--- src/rtl/alu_exec_unit.sv ---
// Registered execute-stage ALU: decodes ALUOp/Funct into a 4-bit operation,
// computes result and flags, and captures them one clock after a valid request.
module alu_exec_unit #(
  parameter int WIDTH = 32
) (
  input  logic             clk,
  input  logic             reset,
  input  logic             in_valid,
  input  logic [1:0]       ALUOp,
  input  logic [5:0]       Funct,
  input  logic [WIDTH-1:0] A,
  input  logic [WIDTH-1:0] B,
  output logic [3:0]       Operation,
  output logic [WIDTH-1:0] ALUOut,
  output logic             Zero,
  output logic             Overflow,
  output logic             out_valid
);

  localparam logic [3:0] OpAnd = 4'b0000;
  localparam logic [3:0] OpOr  = 4'b0001;
  localparam logic [3:0] OpAdd = 4'b0010;
  localparam logic [3:0] OpSub = 4'b0110;
  localparam logic [3:0] OpSlt = 4'b0111;
  localparam logic [3:0] OpNor = 4'b1100;

  logic [WIDTH-1:0] result_d, aluOut_q;
  logic             zero_d, zero_q;
  logic             overflow_d, overflow_q;
  logic             valid_q;
  logic [WIDTH-1:0] sum, diff;
  logic             signedLess;
  logic             unusedFunctBits;

  // Funct[5:4] only distinguishes R-type groups the ALU does not care about.
  assign unusedFunctBits = ^Funct[5:4];

  always_comb begin
    Operation = OpAdd;
    case (ALUOp)
      2'b00: Operation = OpAdd;
      2'b01: Operation = OpSub;
      2'b10: begin
        case (Funct[3:0])
          4'b0000: Operation = OpAdd;
          4'b0010: Operation = OpSub;
          4'b0100: Operation = OpAnd;
          4'b0101: Operation = OpOr;
          4'b0111: Operation = OpNor;
          4'b1010: Operation = OpSlt;
          default: Operation = OpAdd;
        endcase
      end
      default: Operation = OpAdd;
    endcase
  end

  assign sum  = A + B;
  assign diff = A - B;
  // Direct signed compare stays correct when A - B overflows.
  assign signedLess = $signed(A) < $signed(B);

  always_comb begin
    result_d   = '0;
    overflow_d = 1'b0;
    case (Operation)
      OpAnd: result_d = A & B;
      OpOr:  result_d = A | B;
      OpAdd: begin
        result_d   = sum;
        overflow_d = (A[WIDTH-1] == B[WIDTH-1]) && (sum[WIDTH-1] != A[WIDTH-1]);
      end
      OpSub: begin
        result_d   = diff;
        overflow_d = (A[WIDTH-1] != B[WIDTH-1]) && (diff[WIDTH-1] != A[WIDTH-1]);
      end
      OpSlt: result_d = {{(WIDTH-1){1'b0}}, signedLess};
      OpNor: result_d = ~(A | B);
      default: result_d = '0;
    endcase
    zero_d = (result_d == '0);
  end

  always_ff @(posedge clk) begin
    if (reset) begin
      aluOut_q   <= '0;
      zero_q     <= 1'b0;
      overflow_q <= 1'b0;
      valid_q    <= 1'b0;
    end else begin
      valid_q <= in_valid;
      if (in_valid) begin
        aluOut_q   <= result_d;
        zero_q     <= zero_d;
        overflow_q <= overflow_d;
      end
    end
  end

  assign ALUOut    = aluOut_q;
  assign Zero      = zero_q;
  assign Overflow  = overflow_q;
  assign out_valid = valid_q;

endmodule

--- config.mk ---
export PLATFORM = sky130hd
export DESIGN_NAME = alu_exec_unit
export DESIGN_NICKNAME = d
export VERILOG_FILES = /design/src/rtl/alu_exec_unit.sv
export SDC_FILE = /design/constraint.sdc
export NUM_CORES = 1
export LEC_CHECK = 0
export BUFFER_PORTS_ARGS = -buffer_cell sky130_fd_sc_hd__clkbuf_2
export CAP_MARGIN = 20
export CORE_ASPECT_RATIO = 0.6
export CORE_MARGIN = 2
export CORE_UTILIZATION = 30
export CTS_CLUSTER_SIZE = 25
export DETAILED_ROUTE_END_ITERATION = 10
export GPL_TIMING_DRIVEN = 0
export HOLD_SLACK_MARGIN = 0.12
export PLACE_DENSITY = 0.59
export SYNTH_ARGS = -nofsm -noshare
export SYNTH_HDL_FRONTEND = slang
export SYNTH_SLANG_ARGS = --single-unit
--- constraint.sdc ---
create_clock -name clk -period 2.9 [get_ports clk]
set_input_delay 0.145 -clock clk [delete_from_list [all_inputs] [get_ports clk]]
set_output_delay 0.145 -clock clk [all_outputs]
set_load 0.02 [all_outputs]
==> results of run 1 <==
[cell type report]
cell class / instances / share of cell area (%)
clock buffers: 7 / 1.536
repair buffers: 129 / 8.261
clock inverters: 1 / 0.05797
plain buffers: 55 / 3.623
flip-flops and latches: 35 / 8.116
multi-input cells: 749 / 69.62
inverters: 98 / 4.319
well taps: 308 / 4.464
[synthesized netlist by cell type, types with 4 or more instances]
master,count
or2_2,4
o31a_1,4
a31oi_1,9
xnor2_1,12
a41oi_1,4
and3_1,7
clkbuf_1,26
o211a_1,5
buf_2,24
a221oi_1,23
nand4_1,6
nor4_2,4
nand2_1,50
a221o_1,23
and2_1,8
or3_1,6
nand3_1,8
nor2_1,124
nor3_1,30
a21o_1,12
nand2b_1,13
o31ai_1,9
inv_1,95
nor2b_1,11
o211ai_1,11
nor4_1,14
o21a_1,8
buf_6,4
o21ai_0,32
o221a_2,5
a21oi_1,64
ha_1,105
a211oi_1,26
mux2i_1,5
a211o_1,4
o21ai_1,6
dfxtp_1,35
o221ai_1,10
[worst max-delay path, delay by kind of cell]
kind	cells	cell delay, ns
AND/OR/NAND/NOR	4	1.05
adder cells (fa/ha/maj)	2	0.53
AO/OA/AOI/OAI	7	1.42
buffers and inverters	3	0.30
[state kept, by name (all words and copies together) (netlist names)]
register and count:
Overflow 1, out_valid 1, ALUOut 32, Zero 1
[routing by layer]
| metal | part of all wire, % | wire length [um] | vias to the layer above |
|---|---|---|---|
| met5 | 0 | 0 | - |
| li1 | - | - | 3730 |
| met4 | 0.95 | 275 | 0 |
| met1 | 48 | 13880 | 3709 |
| met2 | 35 | 10110 | 477 |
| met3 | 16 | 4630 | 23 |
[worst paths after layout]
check | to | slack (ns) | cells past startpoint
min reg2reg | ALUOut[7] | 0.48 | 2
min | ALUOut[19] | 0.30 | 3
max reg2reg | ALUOut[17] | 2.06 | 2
max | Zero | -0.32 | 16
[power breakdown]
part / switching (mW) / total, mW / leakage [nW] / internal (mW)
Clock: 0.188 / 0.505 / 0.0679 / 0.317
Sequential: 0.0343 / 0.564 / 0.290 / 0.530
Combinational: 1.19 / 1.87 / 3.58 / 0.677
[per-stage QoR]
| stage | TNS [ns] | instance area (um2) | utilization [%] | setup slack, ns | hold slack (ns) |
|---|---|---|---|---|---|
| 6_report | -0.7267 | 8633 | 38.93 | -0.3171 | 0.2995 |
| 5_1_grt | -1.472 | 8633 | 38.93 | -0.4323 | 0.3303 |
| 4_1_cts | -0.6925 | 8175 | 36.87 | -0.3423 | 0.3001 |
| 3_5_place_dp | -10.53 | 7779 | 35.08 | -1.064 | 0.4703 |
| 3_3_place_gp | -17.04 | 7766 | 35.02 | -1.226 | 0.4573 |
| 2_1_floorplan | -0.06497 | 6835 | - | -0.06497 | 0.4665 |
[cells by family (layout without fill, tap and decap cells)]
family	after synthesis	after routing	share of synthesized area [%]
AND/OR/NAND/NOR	311	311	23.21
XOR/XNOR	12	12	1.539
flip-flops	35	35	10.26
multiplexers	6	6	0.8976
buffers and inverters	154	290	9.452
adder cells (fa/ha/maj)	107	107	19.82
AO/OA/AOI/OAI	313	313	34.82
[repair_timing]
action	in CTS	in global routing
pin swaps	14	18
setup endpoints to repair	16	16
hold buffers	0	0
setup buffers	7	11
gates resized for setup	41	95
==> flow_summary.json, run 1 <==
{
  "grt_usage_pct": 22.92,
  "grt_pass1_vias": 7019,
  "fmax_mhz": 310.8,
  "io_buffers": 109,
  "wire_per_inst_um": 20.91,
  "n_antenna_cell": 0,
  "die_x_um": 198.8,
  "dieArea_um2": 24030,
  "io_pins": 114,
  "crit_path_end_kind": "flop",
  "grt_overflow": 0,
  "final_cell_mix": "nor2_1 (122), clkbuf_2 (110), ha_1 (101)",
  "cpMaxStageDelayCell": "or4_4",
  "avgSynthCellArea_um2": 7.282,
  "setup_ws_ns": -0.3171,
  "max_cap_violations": 0,
  "cts_root_buffer": "clkbuf_16",
  "worstPathMaxFanout": 5,
  "grt_use_met1_pct": 35.63,
  "ir_drop_mv": 0.2042,
  "synthCells": 938,
  "drt_wl_total_um": 28900,
  "yosys_warnings": 0,
  "htree_num_levels": 2,
  "synth_top_flop_cell": "dfxtp_1",
  "grt_pass1_wl_um": 42120,
  "syn_to_final_growth_pct": 26.40,
  "crit_type": "in -> reg",
  "place_inst": 1357,
  "p_leak_nw": 3.937,
  "antenna_found_initial": 1,
  "clk_pin_slew_ns": 0.05,
  "hold_start": "reset",
  "synth_area_leader_cell": "ha_1",
  "status": "complete, but fails checks",
  "min_path_type": "in -> reg",
  "grt_util_met2_pct": 27.49,
  "startpoint": "A[0]",
  "worst_slew_pin_slew_ns": 0.8060,
  "finalCriticalPeriod_ns": 3.217,
  "syn_area_um2": 6830,
  "slowest_delay_ns": 0.49,
  "clkLatencyLatePin_ns": 0.28,
  "relSlewSlack_pct": 45.77,
  "synth_cell_types": 95,
  "syn_nets": 1120,
  "violations": "negative setup slack",
  "rsz0062_at_grt": "yes",
  "final_common_cell": "nor2_1",
  "grt-busiest-layer": "met1",
  "layoutNonFillerInstCount": 1382,
  "fin_skew_ns": 0,
  "cp-start-kind": "primary input",
  "finalSetupViolCount": 3,
  "met3_usage_pct": 11.09,
  "synthTopCellsByArea": "ha_1 (19%), dfxtp_1 (10%), nor2_1 (6.8%), inv_1 (5.2%), a21oi_1 (4.7%)",
  "synth-seq-cells": 35,
  "fill_cells": 2382,
  "hold_violations": 0,
  "regArea_um2": 700.7,
  "report.power.total_mw": 2.938,
  "routabilityCongestion": 0.9761,
  "synth_enable_flop_cells": 0,
  "clock_path_buffers": 2,
  "fin_crit_sh_pct": 110.9,
  "synthArstFlopShare_pct": 0,
  "ys_seq_area_share_pct": 10.26,
  "cp_cell_sequence": "buf_8 > inv_4 > ha_4 > fa_2 > o21ba_4 > or4_4 > buf_4 > a211oi_2 > a2111oi_1 > o21a_1 > o32ai_4 > o211ai_1 > nor4_2 > nand4_1 > nor4_2 > a31o_1",
  "cts_tree": "yes",
  "rr_startpoint": "ALUOut[17]",
  "cp_common_cell": "nor4_2",
  "drc_errors": 0,
  "drt-pass1-iter-count": 7,
  "cp.arrival_ns": 3.44,
  "drt-initial-drc-count": 998,
  "placementRows": 42,
  "yosysTopAreaCellShare_pct": 19.23,
  "core_um2": 22180,
  "nets": 1255,
  "initial_utilization_pct": 30.80,
  "post_drt_via_cell_ratio": 5.745,
  "multi_input_area_um2": 6011,
  "drive_gt1_share_pct": 26.26,
  "power.density_nw_per_um2": 340.3,
  "cp.required_ns": 3.13,
  "die_h_um": 120.9,
  "vias": 7939,
  "cts_sinks": 35,
  "hpwlAfterDp_um": 23140,
  "final-max-slew-violation-count": 0,
  "ant_nets": 0,
  "numCtsBuffers": 5,
  "grt_max_degree": 11
}
Note: power is estimated with default switching activity, not from simulation.
==> run 2, diff against run 1 <==
--- a/config.mk
+++ b/config.mk
@@ -14,7 +14,7 @@
 export DETAILED_ROUTE_END_ITERATION = 10
 export GPL_TIMING_DRIVEN = 0
 export HOLD_SLACK_MARGIN = 0.12
-export PLACE_DENSITY = 0.59
+export PLACE_DENSITY = 0.57
 export SYNTH_ARGS = -nofsm -noshare
 export SYNTH_HDL_FRONTEND = slang
 export SYNTH_SLANG_ARGS = --single-unit
==> constraint.sdc (replaced) <==
create_clock -name clk -period 3.8 [get_ports clk]
set_input_delay 0.19 -clock clk [delete_from_list [all_inputs] [get_ports clk]]
set_output_delay 0.19 -clock clk [all_outputs]
set_load 0.02 [all_outputs]
==> flow_summary.json, run 2 (same netlist as run 1, synthesis figures left out) <==
{
  "status": "finished, final reports clean",
  "grt_pass1_vias": 6920,
  "finalCriticalPeriod_ns": 3.664,
  "r2r_setup_slack_ns": 2.97,
  "worstPathMaxFanout": 5,
  "routabilityCongestion": 0.9582,
  "drt-pass1-iter-count": 6,
  "post_drt_via_cell_ratio": 5.654,
  "reg2reg_to": "ALUOut[17]",
  "finalSetupViolCount": 0,
  "crit_path_end_kind": "flop",
  "ant_nets": 0,
  "fmax_mhz": 272.9,
  "crit_type": "in -> reg",
  "worst_slew_pin_slew_ns": 0.7754,
  "wire_per_inst_um": 20.46,
  "rr_startpoint": "ALUOut[17]",
  "fin_skew_ns": 0,
  "largest_register_ffs": 32,
  "max_cap_violations": 0,
  "drt_wl_total_um": 27950,
  "drt-initial-drc-count": 987,
  "die_h_um": 120.9,
  "cts_sinks": 35,
  "die_x_um": 198.8,
  "grt_overflow": 0,
  "antenna_found_initial": 0,
  "clk_pin_slew_ns": 0.05,
  "rsz0062_at_grt": "no",
  "final-max-slew-violation-count": 0,
  "core_um2": 22180,
  "nets": 1239,
  "whs_ns": 0.3461,
  "fin_crit_sh_pct": 96.43,
  "grt_pass1_wl_um": 41570,
  "rr_worst_depth": 2,
  "io_pins": 114,
  "drive_gt1_share_pct": 18.05,
  "syn_to_final_growth_pct": 16.78,
  "initial_utilization_pct": 30.80,
  "vias": 7723,
  "n_antenna_cell": 0,
  "drc_errors": 0,
  "cp.arrival_ns": 3.89,
  "cp.required_ns": 4.02,
  "hold_buffers": 0,
  "crit_end": "Zero",
  "placementRows": 42,
  "hold_violations": 0,
  "htree_num_levels": 2,
  "p_leak_nw": 3.776,
  "clock_path_buffers": 2,
  "min_path_type": "in -> reg",
  "cp-start-kind": "primary input",
  "power.density_nw_per_um2": 265.4,
  "place_area_um2": 7774,
  "hpwlAfterDp_um": 23160,
  "relSlewSlack_pct": 47.63,
  "io_buffers": 109,
  "design_area_um2": 7976,
  "clkLatencyLatePin_ns": 0.27,
  "hold_start": "reset",
  "grt_max_degree": 11,
  "final_cell_mix": "nor2_1 (124), clkbuf_2 (109), ha_1 (105)",
  "tns_ns": 0,
  "final_common_cell": "nor2_1",
  "startpoint": "A[0]",
  "numCtsBuffers": 5,
  "cts_root_buffer": "clkbuf_16",
  "ir_drop_mv": 0.1715,
  "dieArea_um2": 24030,
  "grt_usage_pct": 22.64,
  "cts_tree": "yes"
}
[run 2: cell types whose count changed in the layout (fill, tap and decap cells not counted), moves of 5 or more]
cell / change
o31ai_1: +5
buf_4: -19
buf_2: +11
nor4_1: +7
a211oi_2: -6
clkbuf_4: -8
a21oi_2: -11
a211oi_1: +7
o21ai_2: -5
a21oi_1: +14
o21ai_0: +7
[run 2: metrics by stage]
stage	cells	power (mW)	worst slack [ns]	utilization, %
floorplan	938	1.237	0.6327	-
detailed placement	1357	1.641	-0.1787	35.05
global route	1366	2.234	0.009923	35.97
CTS	1365	2.069	0.08537	35.76
finish	1366	2.117	0.1358	35.97
global placement	1355	1.632	-0.3919	35.00
[run 2: worst min-delay path by stage]
stage | end | slack, ns | depth (start not counted)
2_1_floorplan | Overflow | 0.51 | 3
3_3_place_gp | ALUOut[7] | 0.48 | 2
3_5_place_dp | ALUOut[11] | 0.48 | 2
4_1_cts | ALUOut[19] | 0.34 | 3
5_1_grt | ALUOut[19] | 0.41 | 3
6_report | ALUOut[19] | 0.35 | 3
[run 2: report_power, final]
part	switching (mW)	internal [mW]	leakage [nW]	total, mW
logic	0.827	0.437	3.41	1.26
clock network	0.145	0.279	0.0772	0.424
registers	0.0246	0.404	0.290	0.429
[run 2: metal layers]
metal	up-vias	track usage, %	part of all wire, %
met5	-	0	0
met4	0	2.425	0.82
met3	21	8.894	14
met2	450	27.58	35
met1	3562	36.29	50
li1	3690	-	-
[run 2: layout make-up]
class,instances,area [um2]
Buffer,56,277.8
Clock buffer,8,156.4
Timing Repair Buffer,112,565.5
Fill cell,2403,14200
Multi-Input combinational cell,749,5523
Tap cell,308,385.4
Inverter,98,367.9
Sequential cell,35,700.7
[run 2: worst max-delay path, stage by stage]
cell,delay (ns)
clkbuf_2,0.12
inv_1,0.06
ha_1,0.23
fa_1,0.44
o21ba_1,0.22
or4_4,0.49
a211oi_1,0.28
a2111oi_0,0.15
o21a_1,0.24
o32ai_4,0.32
o211ai_1,0.23
nor4_2,0.29
nand4_1,0.13
nor4_1,0.32
a31o_1,0.17
[run 2: what timing repair did]
action                                  CTS  global route
endpoints found under the setup margin    0             2
hold endpoints to repair                  0             0
setup buffers                             0             1
resized for setup                         0             6
==> run 3, diff against run 2 <==
--- a/config.mk
+++ b/config.mk
@@ -8,13 +8,12 @@
 export BUFFER_PORTS_ARGS = -buffer_cell sky130_fd_sc_hd__clkbuf_2
 export CAP_MARGIN = 20
 export CORE_ASPECT_RATIO = 0.6
-export CORE_MARGIN = 2
-export CORE_UTILIZATION = 30
+export CORE_UTILIZATION = 33
 export CTS_CLUSTER_SIZE = 25
 export DETAILED_ROUTE_END_ITERATION = 10
 export GPL_TIMING_DRIVEN = 0
 export HOLD_SLACK_MARGIN = 0.12
-export PLACE_DENSITY = 0.57
+export PLACE_DENSITY = 0.61
 export SYNTH_ARGS = -nofsm -noshare
 export SYNTH_HDL_FRONTEND = slang
 export SYNTH_SLANG_ARGS = --single-unit
==> constraint.sdc (replaced) <==
create_clock -name clk -period 3.4 [get_ports clk]
set_input_delay 0.17 -clock clk [delete_from_list [all_inputs] [get_ports clk]]
set_output_delay 0.17 -clock clk [all_outputs]
set_load 0.02 [all_outputs]
==> flow_summary.json, run 3 (same netlist as run 1, synthesis figures left out) <==
{
  "status": "complete, but fails checks",
  "violations": "negative setup slack",
  "nets": 1246,
  "cts_root_buffer": "clkbuf_16",
  "place_inst": 1322,
  "worst_slew_pin_slew_ns": 0.7321,
  "design_area_um2": 8225,
  "rr_worst_depth": 2,
  "r2r_setup_slack_ns": 2.56,
  "crit_type": "in -> reg",
  "post_drt_via_cell_ratio": 5.913,
  "numCtsBuffers": 5,
  "final-max-slew-violation-count": 0,
  "relSlewSlack_pct": 50.68,
  "io_pins": 114,
  "regArea_um2": 700.7,
  "grt_pass1_vias": 7024,
  "wire_per_inst_um": 20.55,
  "whs_ns": 0.3122,
  "rr_startpoint": "ALUOut[17]",
  "cp_common_cell": "o211ai_1",
  "die_h_um": 113.4,
  "final_cell_mix": "nor2_1 (123), clkbuf_2 (111), ha_1 (104)",
  "hpwlAfterDp_um": 22460,
  "hold_violations": 0,
  "grt_usage_pct": 24.93,
  "io_buffers": 109,
  "cts_tree": "yes",
  "antenna_found_initial": 1,
  "core_um2": 20120,
  "place_ws_ns": -0.5852,
  "final_common_cell": "nor2_1",
  "grt_pass1_wl_um": 41560,
  "cpMaxStageDelayCell": "o211ai_1",
  "max_cap_violations": 0,
  "worstPathMaxFanout": 8,
  "crit_path_end_kind": "flop",
  "min_path_type": "in -> reg",
  "cp.arrival_ns": 3.65,
  "routabilityCongestion": 0.9655,
  "report.power.total_mw": 2.408,
  "crit_end": "Zero",
  "power.density_nw_per_um2": 292.7,
  "largest_register_ffs": 32,
  "post-route-util_pct": 40.88,
  "drt-initial-drc-count": 879,
  "cts_sinks": 35,
  "drt-pass1-iter-count": 5,
  "setup_ws_ns": -0.02774,
  "cp_cell_sequence": "clkbuf_2 > inv_1 > ha_1 > o211ai_1 > o211ai_1 > nand4b_1 > a21boi_2 > o22a_2 > a31oi_1 > xnor2_1 > a221oi_2 > nand3_1 > nor4_2 > a31o_1",
  "fmax_mhz": 291.7,
  "cp-start-kind": "primary input",
  "finalCriticalPeriod_ns": 3.428,
  "reg2reg_to": "ALUOut[17]",
  "slowest_delay_ns": 0.52,
  "initial_utilization_pct": 33.95,
  "layoutNonFillerInstCount": 1337,
  "syn_to_final_growth_pct": 20.43,
  "htree_num_levels": 2,
  "clk_pin_slew_ns": 0.05,
  "dieArea_um2": 21300,
  "startpoint": "A[2]",
  "hold_start": "reset",
  "drc_errors": 0,
  "vias": 7906,
  "p_leak_nw": 3.839,
  "die_x_um": 187.7,
  "cp.required_ns": 3.62,
  "placementRows": 40,
  "fin_skew_ns": 0,
  "drt_wl_total_um": 27470,
  "grt_overflow": 0,
  "fin_crit_sh_pct": 100.8,
  "clkLatencyLatePin_ns": 0.27,
  "grt_max_degree": 11,
  "ant_nets": 0,
  "fill_cells": 2157,
  "tns_ns": -0.02774,
  "n_antenna_cell": 0,
  "rsz0062_at_grt": "yes",
  "ir_drop_mv": 0.2323,
  "drive_gt1_share_pct": 21.99,
  "clock_path_buffers": 2,
  "finalSetupViolCount": 1,
  "place_area_um2": 7732,
  "multi_input_area_um2": 5764
}
[run 3: cell count changes in the layout (fill, tap and decap cells not counted), moves of 4 or more]
cell and change:
buf_4 +8, a21oi_1 -6, a21oi_2 +5, clkbuf_1 -4
[run 3: per-layer routing]
layer  GRT usage, %  vias up  routed length [um]
li1               -     3707                   -
met1          39.68     3737               13690
met2          32.44      442                9912
met3          7.354       20                3641
met4          2.656        0                 227
met5              0        -                   0
[run 3: worst max-delay path, delay by kind of cell]
kind                     cells  cell delay (ns)
buffers and inverters        2             0.18
AO/OA/AOI/OAI                7             1.98
AND/OR/NAND/NOR              3             0.70
adder cells (fa/ha/maj)      1             0.44
XOR/XNOR                     1             0.17
[run 3: worst min path at each step]
| stage | end | depth (start not counted) |
|---|---|---|
| 6_report | ALUOut[19] | 3 |
| 5_1_grt | ALUOut[19] | 3 |
| 4_1_cts | ALUOut[19] | 3 |
| 3_5_place_dp | ALUOut[3] | 2 |
| 3_3_place_gp | ALUOut[3] | 2 |
| 2_1_floorplan | Overflow | 3 |
[run 3: area by class of cell]
cell class	instances	share of cell area, %
Buffer	56	3.483
Clock inverter	1	0.06085
Tap cell	273	4.153
Clock buffer	6	1.688
Sequential cell	35	8.518
Multi-Input combinational cell	749	70.08
Timing Repair Buffer	119	7.545
Inverter	98	4.472
[run 3: power by group]
| part | internal (mW) | total, mW | switching (mW) | leakage (nW) |
|---|---|---|---|---|
| combinational | 0.526 | 1.48 | 0.958 | 3.48 |
| clock | 0.285 | 0.445 | 0.160 | 0.0727 |
| sequential | 0.452 | 0.479 | 0.0266 | 0.290 |
| total | 1.26 | 2.41 | 1.14 | 3.84 |
[run 3: repair_timing]
action | in CTS | in global routing
gates resized for setup | 9 | 52
pin swaps | 4 | 18
setup endpoints to repair | 4 | 5
setup buffers | 2 | 6
hold buffers | 0 | 0
